<file path="config.mk">
export PLATFORM = sky130hd
export DESIGN_NAME = req_encoder_flat
export DESIGN_NICKNAME = d
export VERILOG_FILES = /design/src/rtl/req_encoder_if.sv /design/src/rtl/req_encoder.sv /design/src/flat_wrapper.sv
export SDC_FILE = /design/constraint.sdc
export NUM_CORES = 1
export LEC_CHECK = 0
export BUFFER_PORTS_ARGS = -buffer_cell sky130_fd_sc_hd__clkbuf_2
export CAP_MARGIN = 20
export CELL_PAD_IN_SITES_DETAIL_PLACEMENT = 0
export CELL_PAD_IN_SITES_GLOBAL_PLACEMENT = 2
export CORE_UTILIZATION = 25
export CTS_BUF_LIST = sky130_fd_sc_hd__clkbuf_16
export DETAILED_ROUTE_END_ITERATION = 10
export HOLD_SLACK_MARGIN = 0.15
export PLACE_DENSITY = 0.79
export SYNTH_ARGS = -nofsm -noshare
export SYNTH_HDL_FRONTEND = slang
export SYNTH_SLANG_ARGS = --single-unit
</file>
<file path="constraint.sdc">
create_clock -name clk -period 2.8 [get_ports clk]
set_clock_uncertainty 0.15 [all_clocks]
set_input_delay 0.14 -clock clk [delete_from_list [all_inputs] [get_ports clk]]
set_output_delay 0.14 -clock clk [all_outputs]
set_load 0.05 [all_outputs]
</file>
<file path="src/rtl/req_encoder_if.sv">
// rtl/req_encoder_if.sv - request/code handshake bundle for req_encoder
//
// Signals
//   E     enable for incoming requests (source -> encoder)
//   I     request pulses, one bit per source (source -> encoder)
//   R     consumer ready (consumer -> encoder)
//   O     encoded index of the presented request (encoder -> consumer)
//   V     O is valid (encoder -> consumer)
//   pend  pending-request register, presented entry excluded (encoder -> observer)
//   ovf   sticky lost-request flag (encoder -> observer)
// Modports
//   master  request source / code consumer side
//   slave   encoder side
interface req_encoder_if #(
    parameter int N = 4,
    parameter int W = 2
);
    logic         E;
    logic [N-1:0] I;
    logic         R;
    logic [W-1:0] O;
    logic         V;
    logic [N-1:0] pend;
    logic         ovf;

    modport master (
        output E, I, R,
        input  O, V, pend, ovf
    );

    modport slave (
        input  E, I, R,
        output O, V, pend, ovf
    );
endinterface

</file>
<file path="src/rtl/req_encoder.sv">
// rtl/req_encoder.sv - sequential N-to-log2(N) priority encoder with pending register
//
// Captures request pulses into a pending register and drains them one per
// valid/ready handshake, highest index first, as a binary code.
// Ports
//   clk   rising-edge clock
//   rst   synchronous active-high reset
//   bus   req_encoder_if.slave: E/I/R in, O/V/pend/ovf out
module req_encoder #(
    parameter int N = 4,
    parameter int W = 2
) (
    input  logic           clk,
    input  logic           rst,
    req_encoder_if.slave   bus
);

    typedef enum logic {
        EMPTY = 1'b0,
        FULL  = 1'b1
    } state_t;

    state_t       state_q;
    state_t       state_d;
    logic [W-1:0] code_q;
    logic [N-1:0] pend_q;
    logic         ovf_q;

    logic [W-1:0] sel_idx;
    logic         pend_any;
    logic         load;
    logic [N-1:0] clr;
    logic [N-1:0] req_in;

    // Highest set bit of the registered pending vector; the ascending loop
    // lets higher indices overwrite lower ones.
    always_comb begin
        sel_idx = '0;
        for (int k = 0; k < N; k++) begin
            if (pend_q[k]) begin
                sel_idx = W'(k);
            end
        end
    end

    assign pend_any = |pend_q;
    assign req_in   = bus.E ? bus.I : '0;

    // State register
    always_ff @(posedge clk) begin
        if (rst) begin
            state_q <= EMPTY;
        end else begin
            state_q <= state_d;
        end
    end

    // Next-state logic: the output slot frees up when empty or on a handshake.
    always_comb begin
        state_d = state_q;
        case (state_q)
            EMPTY: if (pend_any) state_d = FULL;
            FULL:  if (bus.R && !pend_any) state_d = EMPTY;
            default: state_d = EMPTY;
        endcase
    end

    // Output/control logic: decide whether a pending entry moves to O.
    always_comb begin
        load = 1'b0;
        case (state_q)
            EMPTY: load = pend_any;
            FULL:  load = bus.R && pend_any;
            default: load = 1'b0;
        endcase
        clr = load ? ({{(N-1){1'b0}}, 1'b1} << sel_idx) : '0;
    end

    // Datapath: code register, pending capture, sticky overflow.
    // New requests are OR'd after the clear so a set on the same bit wins.
    always_ff @(posedge clk) begin
        if (rst) begin
            code_q <= '0;
            pend_q <= '0;
            ovf_q  <= 1'b0;
        end else begin
            if (load) begin
                code_q <= sel_idx;
            end
            pend_q <= (pend_q & ~clr) | req_in;
            if (|(req_in & pend_q & ~clr)) begin
                ovf_q <= 1'b1;
            end
        end
    end

    assign bus.O    = code_q;
    assign bus.V    = (state_q == FULL);
    assign bus.pend = pend_q;
    assign bus.ovf  = ovf_q;

endmodule

</file>
<file path="src/flat_wrapper.sv">
// flat-port wrapper written by rule: the top's interface ports become plain ports
module req_encoder_flat 
#(
    parameter int N = 4,
    parameter int W = 2
)
  (clk, rst, bus_E, bus_I, bus_R, bus_O, bus_V, bus_pend, bus_ovf);
  req_encoder_if #(.N(N), .W(W)) bus_i ();
  input  logic clk;
  input  logic rst;
  input wire logic [$bits(bus_i.E)-1:0] bus_E;
  input wire logic [$bits(bus_i.I)-1:0] bus_I;
  input wire logic [$bits(bus_i.R)-1:0] bus_R;
  output wire logic [$bits(bus_i.O)-1:0] bus_O;
  output wire logic [$bits(bus_i.V)-1:0] bus_V;
  output wire logic [$bits(bus_i.pend)-1:0] bus_pend;
  output wire logic [$bits(bus_i.ovf)-1:0] bus_ovf;
  assign bus_i.E = bus_E;
  assign bus_i.I = bus_I;
  assign bus_i.R = bus_R;
  assign bus_O = bus_i.O;
  assign bus_V = bus_i.V;
  assign bus_pend = bus_i.pend;
  assign bus_ovf = bus_i.ovf;
  req_encoder #(.N(N), .W(W)) u_core (.clk(clk), .rst(rst), .bus(bus_i));
endmodule
</file>
== After elaboration in Yosys (flattened, before gate mapping) ==
Cells that the tools add are included.

* Register bits after elaboration: 8
* Bits of input ports: 8
* Output and inout port bits: 8
* Logic and storage cells: 25

* Shift operators: 1
* Multiplexer cells: 9
* Bitwise gates (word level): 6
* Reduce and logical (&&, ||, !) cells: 5

{| class="wikitable"
|+ Operators by type and width
! operator !! count
|-
| 4-bit AND || 3
|-
| 4-bit 2-to-1 mux || 2
|-
| 4-bit OR reduction || 2
|-
| 2-bit 2-to-1 mux || 2
|-
| 4-bit NOT || 1
|-
| 4-bit OR || 1
|-
| 1-bit case mux with 2 select lines || 2
|-
| 1-bit by 2-bit left shift with 4-bit output (first input constant) || 1
|-
| 1-bit 2-to-1 mux || 3
|-
| 1-bit logical AND || 2
|-
| 1-bit zero test || 1
|-
| 1-bit NOT || 1
|}

== Longest topological paths before layout ==
Gate-level depths: netlist of the first run.

* Word-level depth: 8
* Depth in mapped cells: 4
* Gate-level depth less buffers: 4

== Worst setup path after synthesis of the first run ==
OpenSTA, ideal clock, no wires.

* Path kind: reg-to-reg
* Start point: reg u_core.pend_q[1] (netlist: u_core.bus.pend[1])
* End point: reg u_core.ovf_q (netlist: u_core.bus.ovf)
* Setup time: 128 ps
* Arrival time: 1372 ps
* Required time: 2522 ps
* Slack: 1149 ps
* Cell stages (with the launch flop): 4
* Buffers on the path: 0
* Period minus slack after synthesis: 1651 ps
* Cell sequence: dfxtp_1 > or4_4 > a41oi_2 > o22ai_1

* Cells in the longest elaborated chain, start to end: 8
* Elaborated cells between the ends (all ways): 12
* Classes of those cells: shift: 1; mux: 5; bitwise: 3; reduce/logical: 3

{| class="wikitable"
|+ Ends and longest elaborated chain
! what !! RTL line !! source
|-
| start: declaration || req_encoder.sv:26 || <nowiki>logic [N-1:0] pend_q;</nowiki>
|-
| start signal: assignment || req_encoder.sv:90 || <nowiki>pend_q <= (pend_q & ~clr) | req_in;</nowiki>
|-
| 1-bit 2-to-1 mux || req_encoder.sv:40 || <nowiki>if (pend_q[k]) begin</nowiki>
|-
| 2-bit 2-to-1 mux (2 in a row) || req_encoder.sv:40 ||
|-
| 1-bit by 2-bit left shift with 4-bit output || req_encoder.sv:76 || <nowiki>clr = load ? ({{(N-1){1'b0}}, 1'b1} << sel_idx) : '0;</nowiki>
|-
| 4-bit 2-to-1 mux || req_encoder.sv:76 ||
|-
| 4-bit NOT || req_encoder.sv:91 || <nowiki>if (|(req_in & pend_q & ~clr)) begin</nowiki>
|-
| 4-bit AND * || req_encoder.sv:91 ||
|-
| 4-bit OR reduction * || req_encoder.sv:91 ||
|-
| end signal: assignment || req_encoder.sv:85 || <nowiki>ovf_q <= 1'b0;</nowiki>
|-
| end signal: assignment || req_encoder.sv:92 || <nowiki>ovf_q <= 1'b1;</nowiki>
|-
| end: declaration || req_encoder.sv:27 || <nowiki>logic ovf_q;</nowiki>
|}

Mark *: on every way between the ends. The rest lies on a longest branch, timed or not.
A chain may end at the register's enable or synchronous reset.

== Worst setup path after layout of the first run ==
* Start point: in bus_E
* End point: reg u_core.pend_q[2] (netlist: u_core.bus.pend[2])

* Cells in the longest elaborated chain, start to end: 2

{| class="wikitable"
|+ Ends and longest elaborated chain
! what !! RTL line !! source
|-
| start: declaration || flat_wrapper.sv:11 || <nowiki>input wire logic [$bits(bus_i.E)-1:0] bus_E;</nowiki>
|-
| 4-bit 2-to-1 mux || req_encoder.sv:47 || <nowiki>assign req_in = bus.E ? bus.I : '0;</nowiki>
|-
| 4-bit OR || req_encoder.sv:90 ||
|}

Every way passes these cells.

==> results.toml, run 1 <==
[synthesis]
ys_seq_area_share_pct = 44.6
synth_cells = 40
ys_top_cells_by_area = "dfxtp_1 (45%), a21oi_1 (5.6%), o21ai_0 (5.6%), nor2_1 (5.2%), a41oi_2 (4.5%)"
synth_nets = 48
ys_seq_elements = 8
synth_top_cell_area_share_pct = 44.6
synth.avg_cell_area_um2 = 8.98
ys_types = 19
synth_largest_area_cell = "dfxtp_1"
ys_warn_count = 0
synth_area_um2 = 359

[floorplanning]
die_x_um = 39.9
die-area_um2 = 1590
row_count = 13
core-area_um2 = 1320
die_h_um = 39.9
ios = 16
start_util_pct = 27.3

[global_route]
grt_pass1_vias = 338
antenna_found_initial = 0
overflow = 0
grt_pass1_wl_mm = 1.46
grt_max_degree = 10
track_usage_pct = 14.8

[routing]
drt-initial-drc-count = 8
ant_nets = 0
wl_um = 941
remaining_drc_errors = 0
vias_per_cell = 4.94
dr.pass1.iters = 4
wl_per_cell_um = 11.3
vias = 410

[critical_path]
startpoint_type = "input port"
r2r-end = "u_core.bus.pend[0]"
reg2reg_depth = 4
critPathKind = "input port to flop"
r2r_start = "u_core.bus.pend[1]"
critPathCapture = "u_core.bus.pend[2]"
crit_chain = "dlygate4sd3_1 -> clkbuf_2 -> nand2_1 -> dlygate4sd3_1 -> a21oi_1 -> dlygate4sd3_1"
cp-end-kind = "flop"
critPathArrivalTime_ns = 2.14
cp.required_ns = 2.82
cpPeakStageDelay_ns = 0.56
critPathLaunch = "bus_E"
path_common_cell = "dlygate4sd3_1"
cpMaxStageDelayCell = "dlygate4sd3_1"
ff2ff_setup_slack_ns = 0.93
crit_path_max_fanout = 7

[power]
pwr-share-seq_pct = 28.9
ir_drop_mv = 0.437
power_leakage_nw = 0.282
intPower_w = 0.000339
p_switching_w = 0.000113
p_total_w = 0.000451
powerDensity_nw_per_um2 = 712
power.clock.fraction_pct = 53.4
p_sw_share_pct = 25.0
comb_power_share_pct = 17.7

[place]
placedCellCount = 69
placement.io_buffers = 15
place.detailed.hpwl_um = 597
gp_congestion = 0.714

[sta]
max_slew_margin_pct = 81.4
final_hold_viol_count = 0
max_freq_ghz = 0.473
whs_ns = 0.175
maxSlewViolCount = 0
setup_viol = 0
fin_crit_ns = 2.12
post-route-period-util_pct = 75.6
tightest_slew_ns = 0.280
rsz0062_at_grt = "no"
setup_tns_ns = 0

[cts]
cts-root-buf = "clkbuf_16"
clkLatencyLatePin_ns = 0.23
path_clk_slew_ns = 0.04
cts_resized = 0
ctsLongestPathBuffers = 2
cts_tree = "built"
post-cts-setup-buffers = 0
clock_sinks = 8
cts_hold_buf = 11
cts_buffers = 3
htree_levels = 1

[flow_run]
maxCapViolCount = 0

[finish]
layout-drive-gt1-share_pct = 30.9
diodes = 0
final_cells = 83
area_growth_pct = 76.7
fin_nets = 78

[worst_hold_path]
holdCritPathClass = "input port to flop"

[status]
outcome = "completed"
## state kept, by name, indices dropped and copies added, names as in the netlist
name,flops
u_core.bus.V,1
u_core.bus.pend,4
u_core.bus.O,2
u_core.bus.ovf,1
## Yosys cell counts
master,number
or4_4,1
nor2b_4,1
a22o_1,1
nor3_1,1
o22ai_1,1
a22oi_1,2
nand2b_1,2
dfxtp_1,8
buf_1,1
a32oi_1,1
or3_1,1
a21oi_1,4
nor2b_1,1
a41oi_2,1
nor2_1,5
a41o_1,1
o21ai_0,4
nand2_1,3
o21ai_1,1
## worst max-delay path, delay by kind of cell
family	cells	cell delay (ns)
buffers and inverters	4	1.82
AOI/OAI and AO/OA	1	0.11
and+or+nand+nor	1	0.07
## per-layer routing
metal	up-vias	track usage (%)	part of all wire [%]
met3	2	6.82	4.9
met1	188	17.2	46
met5	-	0	0
met2	13	22.2	48
met4	0	7.76	0.96
li1	207	-	-
## layout make-up
cell class	count	area, um2
Fill cell	133	683
Sequential cell	8	160
Multi-Input combinational cell	31	195
Clock buffer	3	75.1
Timing Repair Buffer	26	185
Tap cell	15	18.8
## cells by family after synthesis
kind of cell,Yosys count,share of synthesized area [%]
buf+inv,1,1.04
compound gates,16,30.7
simple gates,15,23.7
flops,8,44.6
## per-stage QoR
| stage | setup slack, ns | instance area [um2] | util [%] |
|---|---|---|---|
| after detailed placement | 1.33 | 449 | 34.1 |
| final | 0.684 | 634 | 48.1 |
| after floorplan | 1.15 | 359 | - |
| after global placement | 1.35 | 449 | 34.1 |
| after global routing | 0.554 | 634 | 48.1 |
| after CTS | 0.709 | 634 | 48.1 |
## cell usage in the layout (no fill, tap or decap), types with 2 or more instances in the layout
cell type / count
a21oi_1: 4
a22oi_1: 2
clkbuf_16: 3
clkbuf_2: 15
dfxtp_1: 8
dlygate4sd3_1: 11
nand2_1: 3
nand2b_1: 2
nor2_1: 5
o21ai_0: 4
## worst min-delay path by stage
stage,depth (start not counted),to,from
final,4,u_core.bus.pend[3],bus_R
after floorplan,2,u_core.bus.pend[0],bus_E
after CTS,4,u_core.bus.pend[3],bus_R
after global placement,3,u_core.bus.pend[2],bus_I[2]
after detailed placement,3,u_core.bus.pend[0],bus_I[0]
after global routing,4,u_core.bus.pend[3],bus_R
## power by group through the flow
stage	logic (W)	registers, W	clock network, W
6_report	0.0000798	0.000130	0.000241
2_1_floorplan	0.0000235	0.000157	0
3_5_place_dp	0.0000678	0.000132	0
5_1_grt	0.0000859	0.000132	0.000247
3_3_place_gp	0.0000686	0.000132	0
4_1_cts	0.0000798	0.000130	0.000242
Power figures use the tool's default switching activity.
==> run 2: changes to the inputs <==
- CORE_ASPECT_RATIO: unset -> 1.2
- CORE_UTILIZATION: 25 -> 21
- PLACE_DENSITY: 0.79 -> 0.71
- clock period: 2.8 -> 1.8 ns (I/O delays scaled with it)
==> results.toml, run 2 (synthesis gave the netlist of run 1 again) <==
[global_route]
overflow = 0
track_usage_pct = 12.5
grt_max_degree = 10
grt_pass1_vias = 355
grt_pass1_wl_mm = 1.50
antenna_found_initial = 0

[power]
power_leakage_nw = 0.277
powerDensity_nw_per_um2 = 1100
ir_drop_mv = 0.464

[floorplanning]
row_count = 16
core-area_um2 = 1620
start_util_pct = 22.1
ios = 16
die_x_um = 39.8
die-area_um2 = 1880
die_h_um = 47.3

[critical_path]
reg2reg_depth = 4
critPathArrivalTime_ns = 1.74
r2r-end = "u_core.bus.O[0]"
ff2ff_setup_slack_ns = 0.22
critPathKind = "input port to flop"
startpoint_type = "input port"
critPathLaunch = "bus_R"
crit_path_max_fanout = 8
cp-end-kind = "flop"
critPathCapture = "u_core.bus.O[0]"
r2r_start = "u_core.bus.V"
cp.required_ns = 1.83

[finish]
fin_nets = 78
fin_area_um2 = 638
final_common_cell = "clkbuf_2"
layout-drive-gt1-share_pct = 30.9
final_cells = 86
seqCellArea_um2 = 160
mostFrequentLayoutCells = "clkbuf_2 (15), dlygate4sd3_1 (11), dfxtp_1 (8)"
area_growth_pct = 77.7
multi_input_area_um2 = 195
diodes = 0
largest_register_ffs = 4
fillers = 164

[cts]
cts_tree = "built"
clkLatencyLatePin_ns = 0.23
cts-root-buf = "clkbuf_16"
post-cts-setup-buffers = 0
ctsLongestPathBuffers = 2
clock_sinks = 8
htree_levels = 1
cts_resized = 0
cts_buffers = 3
path_clk_slew_ns = 0.04
cts_hold_buf = 11

[sta]
final_hold_viol_count = 0
max_slew_margin_pct = 81.5
fin_crit_ns = 1.72
setup_tns_ns = 0
rsz0062_at_grt = "no"
tightest_slew_ns = 0.279
maxSlewViolCount = 0
max_freq_ghz = 0.582
setup_viol = 0
post-route-period-util_pct = 95.5

[routing]
dr.pass1.iters = 4
vias = 409
wl_per_cell_um = 11.6
vias_per_cell = 4.76
remaining_drc_errors = 0
drt-initial-drc-count = 6
ant_nets = 0
wl_um = 997

[place]
placement.io_buffers = 15
gp_congestion = 0.676
placedCellCount = 72
place_area_um2 = 453
place.detailed.hpwl_um = 659

[status]
outcome = "completed"

[worst_hold_path]
holdCritPathClass = "flop to flop"

[flow_run]
maxCapViolCount = 0
-- run 2: cell counts in the layout (fill, tap and decap cells not counted) --
No cell type changed its count.
-- run 2: metal layers --
metal | share of wire, % | GRT usage, %
met3 | 7.0 | 3.32
met5 | 0 | 0
met1 | 46 | 15.1
met2 | 44 | 18.0
met4 | 3.1 | 10.3
-- run 2: worst min-delay path by stage --
stage | to | from | slack, ns | cells past startpoint
floorplan | u_core.bus.pend[0] | bus_E | 0.08 | 2
global placement | u_core.bus.pend[0] | bus_I[0] | 0.21 | 3
detailed placement | u_core.bus.pend[0] | bus_I[0] | 0.21 | 3
CTS | u_core.bus.O[1] | u_core.bus.O[1] | 0.34 | 2
global route | u_core.bus.O[1] | u_core.bus.O[1] | 0.36 | 2
finish | u_core.bus.O[1] | u_core.bus.O[1] | 0.33 | 2
-- run 2: area by class of cell --
type	instances	area share, %
Timing Repair Buffer	26	29.0
Sequential cell	8	25.1
Tap cell	18	3.53
Multi-Input combinational cell	31	30.6
Clock buffer	3	11.8
-- run 2: through the flow --
stage	worst slack (ns)	power, W	utilization (%)	hold slack (ns)
final	0.0806	0.000703	39.4	0.330
after global routing	0.00562	0.000729	39.4	0.363
after CTS	0.0825	0.000710	39.4	0.339
after detailed placement	0.321	0.000312	27.9	0.212
after global placement	0.339	0.000313	27.9	0.205
after floorplan	0.149	0.000281	-	0.0760
-- run 2: report_power, final --
| part | switching (W) | leakage (nW) | internal [W] |
|---|---|---|---|
| clock network | 0.0000880 | 0.0370 | 0.000286 |
| logic | 0.0000749 | 0.174 | 0.0000509 |
| registers | 0.0000125 | 0.0659 | 0.000190 |
| total | 0.000175 | 0.277 | 0.000528 |
-- run 2: critical path, cell delays in order --
cell	delay [ns]
dlygate4sd3_1	0.53
clkbuf_2	0.13
nor2b_4	0.19
o21ai_0	0.11
a21oi_1	0.14
dlygate4sd3_1	0.55
==> run 3: changes to the inputs <==
- CORE_ASPECT_RATIO: 1.2 -> unset
- CORE_UTILIZATION: 21 -> 25
- CTS_BUF_LIST: sky130_fd_sc_hd__clkbuf_16 -> unset
- PLACE_DENSITY: 0.71 -> 0.79
- clock period: 1.8 -> 2 ns (I/O delays scaled with it)
==> results.toml, run 3 (synthesis gave the netlist of run 1 again) <==
[place]
dp_slack_ns = 0.532
gp_congestion = 0.708
placement.io_buffers = 15
place.detailed.hpwl_um = 603

[finish]
layout-drive-gt1-share_pct = 27.9
fin_nets = 78
area_growth_pct = 64.8
largest_register_ffs = 4
mostFrequentLayoutCells = "dlygate4sd3_1 (13), clkbuf_2 (13), dfxtp_1 (8)"
diodes = 0

[floorplanning]
row_count = 13
ios = 16
core-area_um2 = 1320
die_h_um = 39.9
die_x_um = 39.9
die-area_um2 = 1590
start_util_pct = 27.3

[power]
power_leakage_nw = 0.254
powerDensity_nw_per_um2 = 715
ir_drop_mv = 0.351

[global_route]
busiest_layer = "met2"
grt_pass1_vias = 371
grt_max_degree = 10
track_usage_pct = 16.4
gr-usage-met1_pct = 17.9
antenna_found_initial = 0
grtUsageMet2_pct = 25.8
grt_pass1_wl_mm = 1.63
overflow = 0
use_met3_pct = 10.2

[routing]
ant_nets = 0
drt-initial-drc-count = 4
dr.pass1.iters = 3
wl_um = 963
vias_per_cell = 5.05
remaining_drc_errors = 0
vias = 419
wl_per_cell_um = 11.6

[sta]
maxSlewViolCount = 0
whs_ns = 0.261
setup_viol = 0
tightest_slew_ns = 0.279
rsz0062_at_grt = "no"
fin_crit_ns = 1.90
post-route-period-util_pct = 95.0
final_hold_viol_count = 0
max_freq_ghz = 0.526
setup_slack_ns = 0.0990
setup_tns_ns = 0
max_slew_margin_pct = 81.4

[critical_path]
crit_path_max_fanout = 8
critPathKind = "input port to flop"
cp.required_ns = 2.00
critPathArrivalTime_ns = 1.90
startpoint_type = "input port"
cp-end-kind = "flop"

[cts]
cts_tree = "built"
clkLatencyLatePin_ns = 0.26
path_clk_slew_ns = 0.06
htree_levels = 1
cts-root-buf = "clkbuf_4"
clock_sinks = 8
ctsLongestPathBuffers = 2
cts_resized = 0
cts_buffers = 3

[worst_hold_path]
holdCritPathClass = "input port to flop"

[flow_run]
maxCapViolCount = 0

[status]
outcome = "completed"
## run 3: power by group
| group | leakage, nW | internal (W) | switching (W) | total (W) |
|---|---|---|---|---|
| Combinational | 0.175 | 0.0000477 | 0.0000670 | 0.000115 |
| Clock | 0.0138 | 0.0000689 | 0.0000578 | 0.000127 |
| Sequential | 0.0659 | 0.000170 | 0.0000113 | 0.000182 |
## run 3: per-stage QoR
step / total power [W] / cells / instance area, um2 / util (%)
floorplan: 0.000253 / 40 / 359 / -
global placement: 0.000280 / 69 / 449 / 34.1
detailed placement: 0.000280 / 69 / 449 / 34.1
CTS: 0.000431 / 86 / 612 / 46.4
global route: 0.000454 / 83 / 592 / 44.9
finish: 0.000423 / 83 / 592 / 44.9
## run 3: repair_timing
action,4_1_cts,5_1_grt
endpoints found under the hold margin,8,0
buffers inserted,0,0
hold buffers,14,0
endpoints found under the setup margin,0,2
## run 3: area by class of cell
| class | instances | area (um2) |
|---|---|---|
| Tap cell | 15 | 18.8 |
| Clock buffer | 3 | 22.5 |
| Fill cell | 135 | 726 |
| Multi-Input combinational cell | 31 | 195 |
| Sequential cell | 8 | 160 |
| Timing Repair Buffer | 26 | 195 |
## run 3: critical path: stages
cell	delay (ns)
dlygate4sd3_1	0.60
nor2b_4	0.08
or4_4	0.43
nand2_1	0.08
a21oi_1	0.06
dlygate4sd3_1	0.54
## run 3: path summary, 6_finish.rpt
kind / from / end / slack (ns) / depth (start not counted)
min reg2reg: u_core.bus.O[0] / u_core.bus.O[0] / 0.33 / 2
min: bus_E / u_core.bus.ovf / 0.26 / 4
max reg2reg: u_core.bus.pend[1] / u_core.bus.pend[0] / 0.13 / 4
max: bus_R / u_core.bus.pend[0] / 0.1 / 6
## run 3: layer usage
layer	part of all wire [%]	wire length [um]
met5	0	0
met4	0	0
met3	5.8	56
met2	47	450
met1	47	456
